$ cat src/rtl/fft_pkg.sv
// rtl/fft_pkg.sv - shared fixed-point FFT types, Q-format constants and saturation helper
//
// Purpose: common definitions for the fixed-point FFT datapath blocks.
//   FFT_FS / FFT_OS / FFT_ES : default fractional, operand and expansion widths
//   Q_ONE                    : 1.0 in the default Q format
//   cplx_t / cplx_wide_t     : complex sample at operand / internal width
//   sat_to_os()              : clip a signed value to an os-bit two's complement range
package fft_pkg;

  localparam int FFT_FS = 12;
  localparam int FFT_OS = 16;
  localparam int FFT_ES = FFT_OS;
  localparam int Q_ONE  = 1 << FFT_FS;

  // "real" is a keyword, so the members are named re/im.
  typedef struct packed {
    logic signed [FFT_OS-1:0] re;
    logic signed [FFT_OS-1:0] im;
  } cplx_t;

  typedef struct packed {
    logic signed [FFT_OS+FFT_ES-1:0] re;
    logic signed [FFT_OS+FFT_ES-1:0] im;
  } cplx_wide_t;

  function automatic logic signed [63:0] sat_to_os(input logic signed [63:0] v, input int os);
    logic signed [63:0] hi;
    logic signed [63:0] lo;
    hi = (64'sd1 <<< (os - 1)) - 64'sd1;
    lo = -(64'sd1 <<< (os - 1));
    if (v > hi) begin
      return hi;
    end else if (v < lo) begin
      return lo;
    end else begin
      return v;
    end
  endfunction

endpackage

$ cat src/rtl/fft_cmul.sv
// rtl/fft_cmul.sv - combinational fixed-point complex multiply P = W*B
//
// Purpose: full-precision complex product, arithmetically shifted right by
// fractional_size (floor), delivered at product_size bits.
// Ports:
//   i_w_real/imag  in  OS  twiddle W, signed
//   i_b_real/imag  in  OS  operand B, signed
//   o_p_real/imag  out PS  W*B >>> fractional_size, signed
module fft_cmul import fft_pkg::*; #(
  parameter int operand_size    = FFT_OS,
  parameter int fractional_size = FFT_FS,
  parameter int product_size    = FFT_OS + FFT_ES
) (
  input  logic signed [operand_size-1:0] i_w_real,
  input  logic signed [operand_size-1:0] i_w_imag,
  input  logic signed [operand_size-1:0] i_b_real,
  input  logic signed [operand_size-1:0] i_b_imag,
  output logic signed [product_size-1:0] o_p_real,
  output logic signed [product_size-1:0] o_p_imag
);

  // One guard bit above the 2*OS product covers (-2^(OS-1))^2 + (-2^(OS-1))^2.
  localparam int MW = 2 * operand_size + 1;

  logic signed [MW-1:0] wr_x, wi_x, br_x, bi_x;
  logic signed [MW-1:0] sum_re, sum_im;

  always_comb begin
    wr_x   = MW'(i_w_real);
    wi_x   = MW'(i_w_imag);
    br_x   = MW'(i_b_real);
    bi_x   = MW'(i_b_imag);
    sum_re = wr_x * br_x - wi_x * bi_x;
    sum_im = wr_x * bi_x + wi_x * br_x;
  end

  assign o_p_real = product_size'(sum_re >>> fractional_size);
  assign o_p_imag = product_size'(sum_im >>> fractional_size);

endmodule

$ cat src/rtl/fft_pipe_ctrl.sv
// rtl/fft_pipe_ctrl.sv - valid/ready control for a linear register pipeline
//
// Purpose: tracks one valid bit per stage and produces per-stage load enables.
// A stage loads when it is empty or its contents move on, so bubbles collapse.
// Ports:
//   i_clk, i_reset  clock, synchronous active-high reset
//   i_valid         upstream beat valid
//   o_ready         stage 0 can take a beat (independent of i_valid)
//   o_valid         last stage holds a beat
//   i_ready         downstream takes the last stage this cycle
//   o_load[n-1:0]   stage k captures new data this cycle
module fft_pipe_ctrl #(
  parameter int n_stages = 3
) (
  input  logic                i_clk,
  input  logic                i_reset,
  input  logic                i_valid,
  output logic                o_ready,
  output logic                o_valid,
  input  logic                i_ready,
  output logic [n_stages-1:0] o_load
);

  logic [n_stages-1:0] valid_q, valid_d;
  logic [n_stages-1:0] rdy;

  // Ready ripples back from the output; a scalar carries it so the vector
  // never feeds itself inside the block.
  always_comb begin
    logic r;
    logic up;
    rdy     = '0;
    o_load  = '0;
    valid_d = valid_q;
    r = ~valid_q[n_stages-1] | i_ready;
    rdy[n_stages-1] = r;
    for (int k = n_stages - 2; k >= 0; k--) begin
      r = ~valid_q[k] | r;
      rdy[k] = r;
    end
    for (int k = 0; k < n_stages; k++) begin
      up = (k == 0) ? i_valid : valid_q[(k == 0) ? 0 : k - 1];
      o_load[k] = rdy[k] & up;
      if (rdy[k]) begin
        valid_d[k] = up;
      end
    end
  end

  always_ff @(posedge i_clk) begin
    if (i_reset) begin
      valid_q <= '0;
    end else begin
      valid_q <= valid_d;
    end
  end

  assign o_ready = rdy[0];
  assign o_valid = valid_q[n_stages-1];

endmodule

$ cat src/rtl/fft_butterfly_pipe.sv
// rtl/fft_butterfly_pipe.sv - pipelined radix-2 DIT butterfly X=A+W*B, Y=A-W*B
//
// Purpose: three register stages (capture, product, add/round/saturate) with
// valid/ready flow control, optional /2 scaling and a sticky saturation flag.
// Ports:
//   i_clk, i_reset        clock, synchronous active-high reset
//   i_valid / o_ready     input handshake
//   i_a_*, i_b_*, i_w_*   operands A, B and twiddle W (signed, OS bits)
//   i_scale               1: X and Y are halved with round-half-up
//   o_valid / i_ready     output handshake
//   o_x_*, o_y_*          registered, saturated results
//   o_sat, i_clear_sat    sticky saturation flag and its clear (set wins)
module fft_butterfly_pipe import fft_pkg::*; #(
  parameter int fractional_size = FFT_FS,
  parameter int operand_size    = FFT_OS,
  parameter int expansion_size  = operand_size
) (
  input  logic                           i_clk,
  input  logic                           i_reset,
  input  logic                           i_valid,
  output logic                           o_ready,
  input  logic signed [operand_size-1:0] i_a_real,
  input  logic signed [operand_size-1:0] i_a_imag,
  input  logic signed [operand_size-1:0] i_b_real,
  input  logic signed [operand_size-1:0] i_b_imag,
  input  logic signed [operand_size-1:0] i_w_real,
  input  logic signed [operand_size-1:0] i_w_imag,
  input  logic                           i_scale,
  output logic                           o_valid,
  input  logic                           i_ready,
  output logic signed [operand_size-1:0] o_x_real,
  output logic signed [operand_size-1:0] o_x_imag,
  output logic signed [operand_size-1:0] o_y_real,
  output logic signed [operand_size-1:0] o_y_imag,
  output logic                           o_sat,
  input  logic                           i_clear_sat
);

  localparam int OS = operand_size;
  localparam int PW = operand_size + expansion_size;
  // One bit for the add/sub, one more so the rounding increment cannot wrap.
  localparam int SW = PW + 2;

  logic [2:0] load;

  fft_pipe_ctrl #(.n_stages(3)) u_ctrl (
    .i_clk   (i_clk),
    .i_reset (i_reset),
    .i_valid (i_valid),
    .o_ready (o_ready),
    .o_valid (o_valid),
    .i_ready (i_ready),
    .o_load  (load)
  );

  // Stage 1: input capture
  logic signed [OS-1:0] s1_ar_q, s1_ai_q, s1_br_q, s1_bi_q, s1_wr_q, s1_wi_q;
  logic                 s1_sc_q;

  always_ff @(posedge i_clk) begin
    if (load[0]) begin
      s1_ar_q <= i_a_real;
      s1_ai_q <= i_a_imag;
      s1_br_q <= i_b_real;
      s1_bi_q <= i_b_imag;
      s1_wr_q <= i_w_real;
      s1_wi_q <= i_w_imag;
      s1_sc_q <= i_scale;
    end
  end

  // Stage 2: W*B product and widened A
  logic signed [PW-1:0] prod_re_d, prod_im_d;
  logic signed [PW-1:0] s2_ar_q, s2_ai_q, s2_pr_q, s2_pi_q;
  logic                 s2_sc_q;

  fft_cmul #(
    .operand_size    (OS),
    .fractional_size (fractional_size),
    .product_size    (PW)
  ) u_cmul (
    .i_w_real (s1_wr_q),
    .i_w_imag (s1_wi_q),
    .i_b_real (s1_br_q),
    .i_b_imag (s1_bi_q),
    .o_p_real (prod_re_d),
    .o_p_imag (prod_im_d)
  );

  always_ff @(posedge i_clk) begin
    if (load[1]) begin
      s2_ar_q <= PW'(s1_ar_q);
      s2_ai_q <= PW'(s1_ai_q);
      s2_pr_q <= prod_re_d;
      s2_pi_q <= prod_im_d;
      s2_sc_q <= s1_sc_q;
    end
  end

  // Stage 3: add/sub, round+scale, saturate.
  // Component order in the arrays: 0=X.re, 1=X.im, 2=Y.re, 3=Y.im.
  logic signed [SW-1:0] sum_d    [4];
  logic signed [SW-1:0] scaled_d [4];
  logic signed [63:0]   sat_d    [4];
  logic signed [OS-1:0] res_d    [4];
  logic                 clip_d;

  always_comb begin
    sum_d[0] = SW'(s2_ar_q) + SW'(s2_pr_q);
    sum_d[1] = SW'(s2_ai_q) + SW'(s2_pi_q);
    sum_d[2] = SW'(s2_ar_q) - SW'(s2_pr_q);
    sum_d[3] = SW'(s2_ai_q) - SW'(s2_pi_q);
    clip_d   = 1'b0;
    for (int k = 0; k < 4; k++) begin
      // +1 before the arithmetic shift rounds exact halves toward +inf.
      scaled_d[k] = s2_sc_q ? ((sum_d[k] + SW'(1)) >>> 1) : sum_d[k];
      sat_d[k]    = sat_to_os(64'(scaled_d[k]), OS);
      res_d[k]    = OS'(sat_d[k]);
      clip_d      = clip_d | (sat_d[k] != 64'(scaled_d[k]));
    end
  end

  always_ff @(posedge i_clk) begin
    if (i_reset) begin
      o_x_real <= '0;
      o_x_imag <= '0;
      o_y_real <= '0;
      o_y_imag <= '0;
      o_sat    <= 1'b0;
    end else begin
      if (load[2]) begin
        o_x_real <= res_d[0];
        o_x_imag <= res_d[1];
        o_y_real <= res_d[2];
        o_y_imag <= res_d[3];
      end
      if (load[2] && clip_d) begin
        o_sat <= 1'b1;
      end else if (i_clear_sat) begin
        o_sat <= 1'b0;
      end
    end
  end

endmodule
$ cat config.mk
export PLATFORM = sky130hd
export DESIGN_NAME = fft_butterfly_pipe
export DESIGN_NICKNAME = d
export VERILOG_FILES = /design/src/rtl/fft_pkg.sv /design/src/rtl/fft_cmul.sv /design/src/rtl/fft_pipe_ctrl.sv /design/src/rtl/fft_butterfly_pipe.sv
export SDC_FILE = /design/constraint.sdc
export NUM_CORES = 2
export LEC_CHECK = 0
export BUFFER_PORTS_ARGS = -buffer_cell sky130_fd_sc_hd__buf_2
export CAP_MARGIN = 20
export CORE_MARGIN = 8
export CORE_UTILIZATION = 45
export DETAILED_ROUTE_END_ITERATION = 8
export GPL_ROUTABILITY_DRIVEN = 0
export MAX_ROUTING_LAYER = met4
export SETUP_SLACK_MARGIN = 0.02
export SYNTH_ARGS = -nofsm -noshare
export SYNTH_HDL_FRONTEND = slang
export SYNTH_HIERARCHICAL = 1
export SYNTH_SLANG_ARGS = --single-unit
$ cat constraint.sdc
create_clock -name i_clk -period 9.52 [get_ports i_clk]
set_input_delay 0.952 -clock i_clk [delete_from_list [all_inputs] [get_ports i_clk]]
set_output_delay 0.952 -clock i_clk [all_outputs]
set_load 0.02 [all_outputs]
==> reports/results.ini <==
[clock_tree]
cts_buffer_depth = 3
cts_tree = yes
cts_root_buf = clkbuf_16
cts_buffers = 38
clkSinkCount = 262
clk_pin_slew_ps = 60
hold_buffers = 0
clk_latency_ps = 610
post_cts_buffers = 0
htreeDepth = 2
cts.repair.resized = 0

[yosys]
postSynthAreaPerCell_sq_um = 8.90
synth_edf_count = 194
ys.flop_type = edfxtp_1
netlist_instances = 7103
syn-num-nets = 8819
syn_area_sq_um = 63200
ys_ff_latch = 262
yosys_warnings = 6
synthArstFlopShare_pct = 0
synth.yosys.seq_area_share_pct = 11.4
synth_cell_type_count = 110

[routing]
wl_per_cell_um = 21.0
avgViaCountPerCell = 5.56
ant_nets = 0
firstDrtPassIters = 7
drtIter0Drc = 3819
vias = 49906
finalWirelength_um = 188000
remaining_drc_errors = 0

[grt]
grt_overflow = 0
grt_use_total_pct = 25.4
grt_max_degree = 196
grt_pass1_wl_um = 296000
grt_pass1_vias = 51112
antenna_found_initial = 8

[timing]
setup_viol = 0
rsz0062_at_grt = no
finalHoldViolCount = 0
relSlewSlack_pct = 21.0
fin_crit_sh_pct = 94.2
tns_ps = 0
fin_skew_ps = 40.1
max_clock_freq_ghz = 0.111
tightest_slew_ps = 1180
min_period_ps = 8970
drv_slew = 0

[finish]
syn2layout_area_growth_pct = 6.14
nets = 8792
drive_gt1_share_pct = 6.32

[run]
maxCapViolCount = 0

[die]
core-area_sq_um = 140000
pin_count = 169
rows = 137
die_h_um = 391
die_area_sq_um = 153000
die_w_um = 391
initial_utilization_pct = 45.3

[setup_path]
critPathCaptureType = flop
required_ps = 9960
crit_type = reg -> reg
cp-start-kind = flop
reg2reg_depth = 25
path_max_fanout = 22
critPathArrivalTime_ps = 9410

[hold_path]
hold_path.class = reg -> reg
hold_depth = 0

[outcome]
outcome = completed

[placement]
portBuffers = 168
dp_hpwl_um = 155000

worst paths after layout:
check               from     endpoint  slack, ps
min reg2reg  s1_ar_q[15]  s2_ar_q[15]        410
max           s1_br_q[4]  s2_pi_q[23]        550
min          s1_ar_q[15]  s2_ar_q[15]        410
max reg2reg   s1_br_q[4]  s2_pi_q[23]        550
logic make-up (layout without fill, tap and decap cells):
group | after synthesis | in the layout | synth area share (%)
DFF | 262 | 262 | 11.4
buffers and inverters | 1774 | 1776 | 10.8
and+or+nand+nor | 2269 | 2269 | 18.3
AOI/OAI and AO/OA | 989 | 989 | 10.8
muxes | 29 | 29 | 0.471
adders and majority gates | 1614 | 1614 | 45.9
other | 0 | 2 | 0
xor gates and xnor gates | 166 | 166 | 2.30
cells in the mapped netlist, types with 42 or more instances:
| cell type | number | share of area [%] |
|---|---|---|
| a211oi_1 | 52 | 0.62 |
| a21o_1 | 44 | 0.52 |
| o211ai_1 | 52 | 0.62 |
| nand2_1 | 695 | 4.1 |
| nand3_1 | 99 | 0.78 |
| nand2b_1 | 64 | 0.63 |
| nor2_1 | 380 | 2.3 |
| nor3_1 | 102 | 0.81 |
| clkbuf_1 | 275 | 1.6 |
| ha_1 | 438 | 8.7 |
| o21a_1 | 46 | 0.55 |
| o21ai_0 | 173 | 1.4 |
| a21oi_1 | 228 | 1.8 |
| edfxtp_1 | 194 | 9.2 |
| inv_1 | 1416 | 8.4 |
| xnor2_1 | 136 | 1.9 |
| and2_1 | 510 | 5.0 |
| nand4_1 | 63 | 0.62 |
| nor4_1 | 66 | 0.65 |
| nor2b_1 | 53 | 0.52 |
| dfxtp_1 | 68 | 2.2 |
| fa_1 | 1176 | 37 |
| or3_1 | 42 | 0.42 |
stage by stage:
stage	util [%]	setup WS [ps]	hold WS, ps	instances	area [sq um]
after floorplan	-	1480	400	7103	63200
final	48.1	550	414	8983	67100
after global placement	47.1	543	403	8908	65800
after detailed placement	47.2	615	407	8909	65800
after CTS	48.1	594	418	8978	67100
after global routing	48.1	41.2	417	8982	67100
placed cells by master (no fill, tap or decap), types with 33 or more instances in the layout:
cell | synthesis | routed
fa_1 | 1176 | 1176
a211oi_1 | 52 | 52
a21o_1 | 44 | 44
xnor2_1 | 136 | 136
nand4_1 | 63 | 63
o211ai_1 | 52 | 52
nor3_1 | 102 | 102
a31oi_1 | 33 | 33
a21oi_1 | 228 | 228
buf_2 | 28 | 169
ha_1 | 438 | 438
edfxtp_1 | 194 | 194
and2_1 | 510 | 507
or3_1 | 42 | 42
nor4_1 | 66 | 66
inv_1 | 1416 | 1415
nand3_1 | 99 | 99
dfxtp_1 | 68 | 68
buf_4 | 33 | 113
nand2_1 | 695 | 695
or2_2 | 36 | 36
o22ai_1 | 33 | 33
nor2_1 | 380 | 380
o21a_1 | 46 | 46
o21ai_0 | 173 | 173
clkbuf_16 | 0 | 41
nand2b_1 | 64 | 64
and3_1 | 41 | 41
nor2b_1 | 53 | 53
o31ai_1 | 36 | 36
cell type report:
type / instances / area (sq um)
tap: 1876 / 2350
sequential: 262 / 7190
fill: 13650 / 72400
timing repair buffer: 285 / 1750
clock inverter: 23 / 228
antenna: 2 / 5.00
inverter: 1422 / 5340
multi-input combinational: 5067 / 49200
clock buffer: 46 / 1050
metal layers:
metal / track usage, % / up-vias / part of all wire (%)
li1: - / 22651 / -
met1: 33.1 / 25199 / 42
met2: 41.4 / 1727 / 48
met3: 3.23 / 329 / 6.2
met4: 8.20 / 0 / 4.0
met5: - / - / 0
flip-flops by register name, indices dropped and copies added (netlist names):
name	flops
s2_pi_q	32
s2_pr_q	32
o_x_imag	16
o_x_real	16
o_y_imag	16
o_y_real	16
s1_ai_q	16
s1_ar_q	16
s1_bi_q	16
s1_br_q	16
s1_wi_q	16
s1_wr_q	16
s2_ai_q	16
s2_ar_q	16
u_ctrl/valid_q	3
o_sat	1
s1_sc_q	1
s2_sc_q	1
critical path, stage by stage, from the launching register on:
cell       delay (ps)
edfxtp_1          930
nand2_1           320
fa_1              650
inv_1              70
fa_1              630
inv_1             270
fa_1              560
inv_1              60
fa_1              560
fa_1              460
fa_1              420
fa_1              530
inv_1              50
fa_1              470
inv_1              40
ha_1              360
a21oi_1           160
o21bai_1          140
a31oi_1           430
o2111ai_1         320
nand3_1           180
nand2_1           100
o41ai_1           330
buf_4             190
xnor2_1           280
buf_4             290
Power is not shown: default switching activity piles up to over one toggle a cycle in this logic, so the estimate is an artifact.
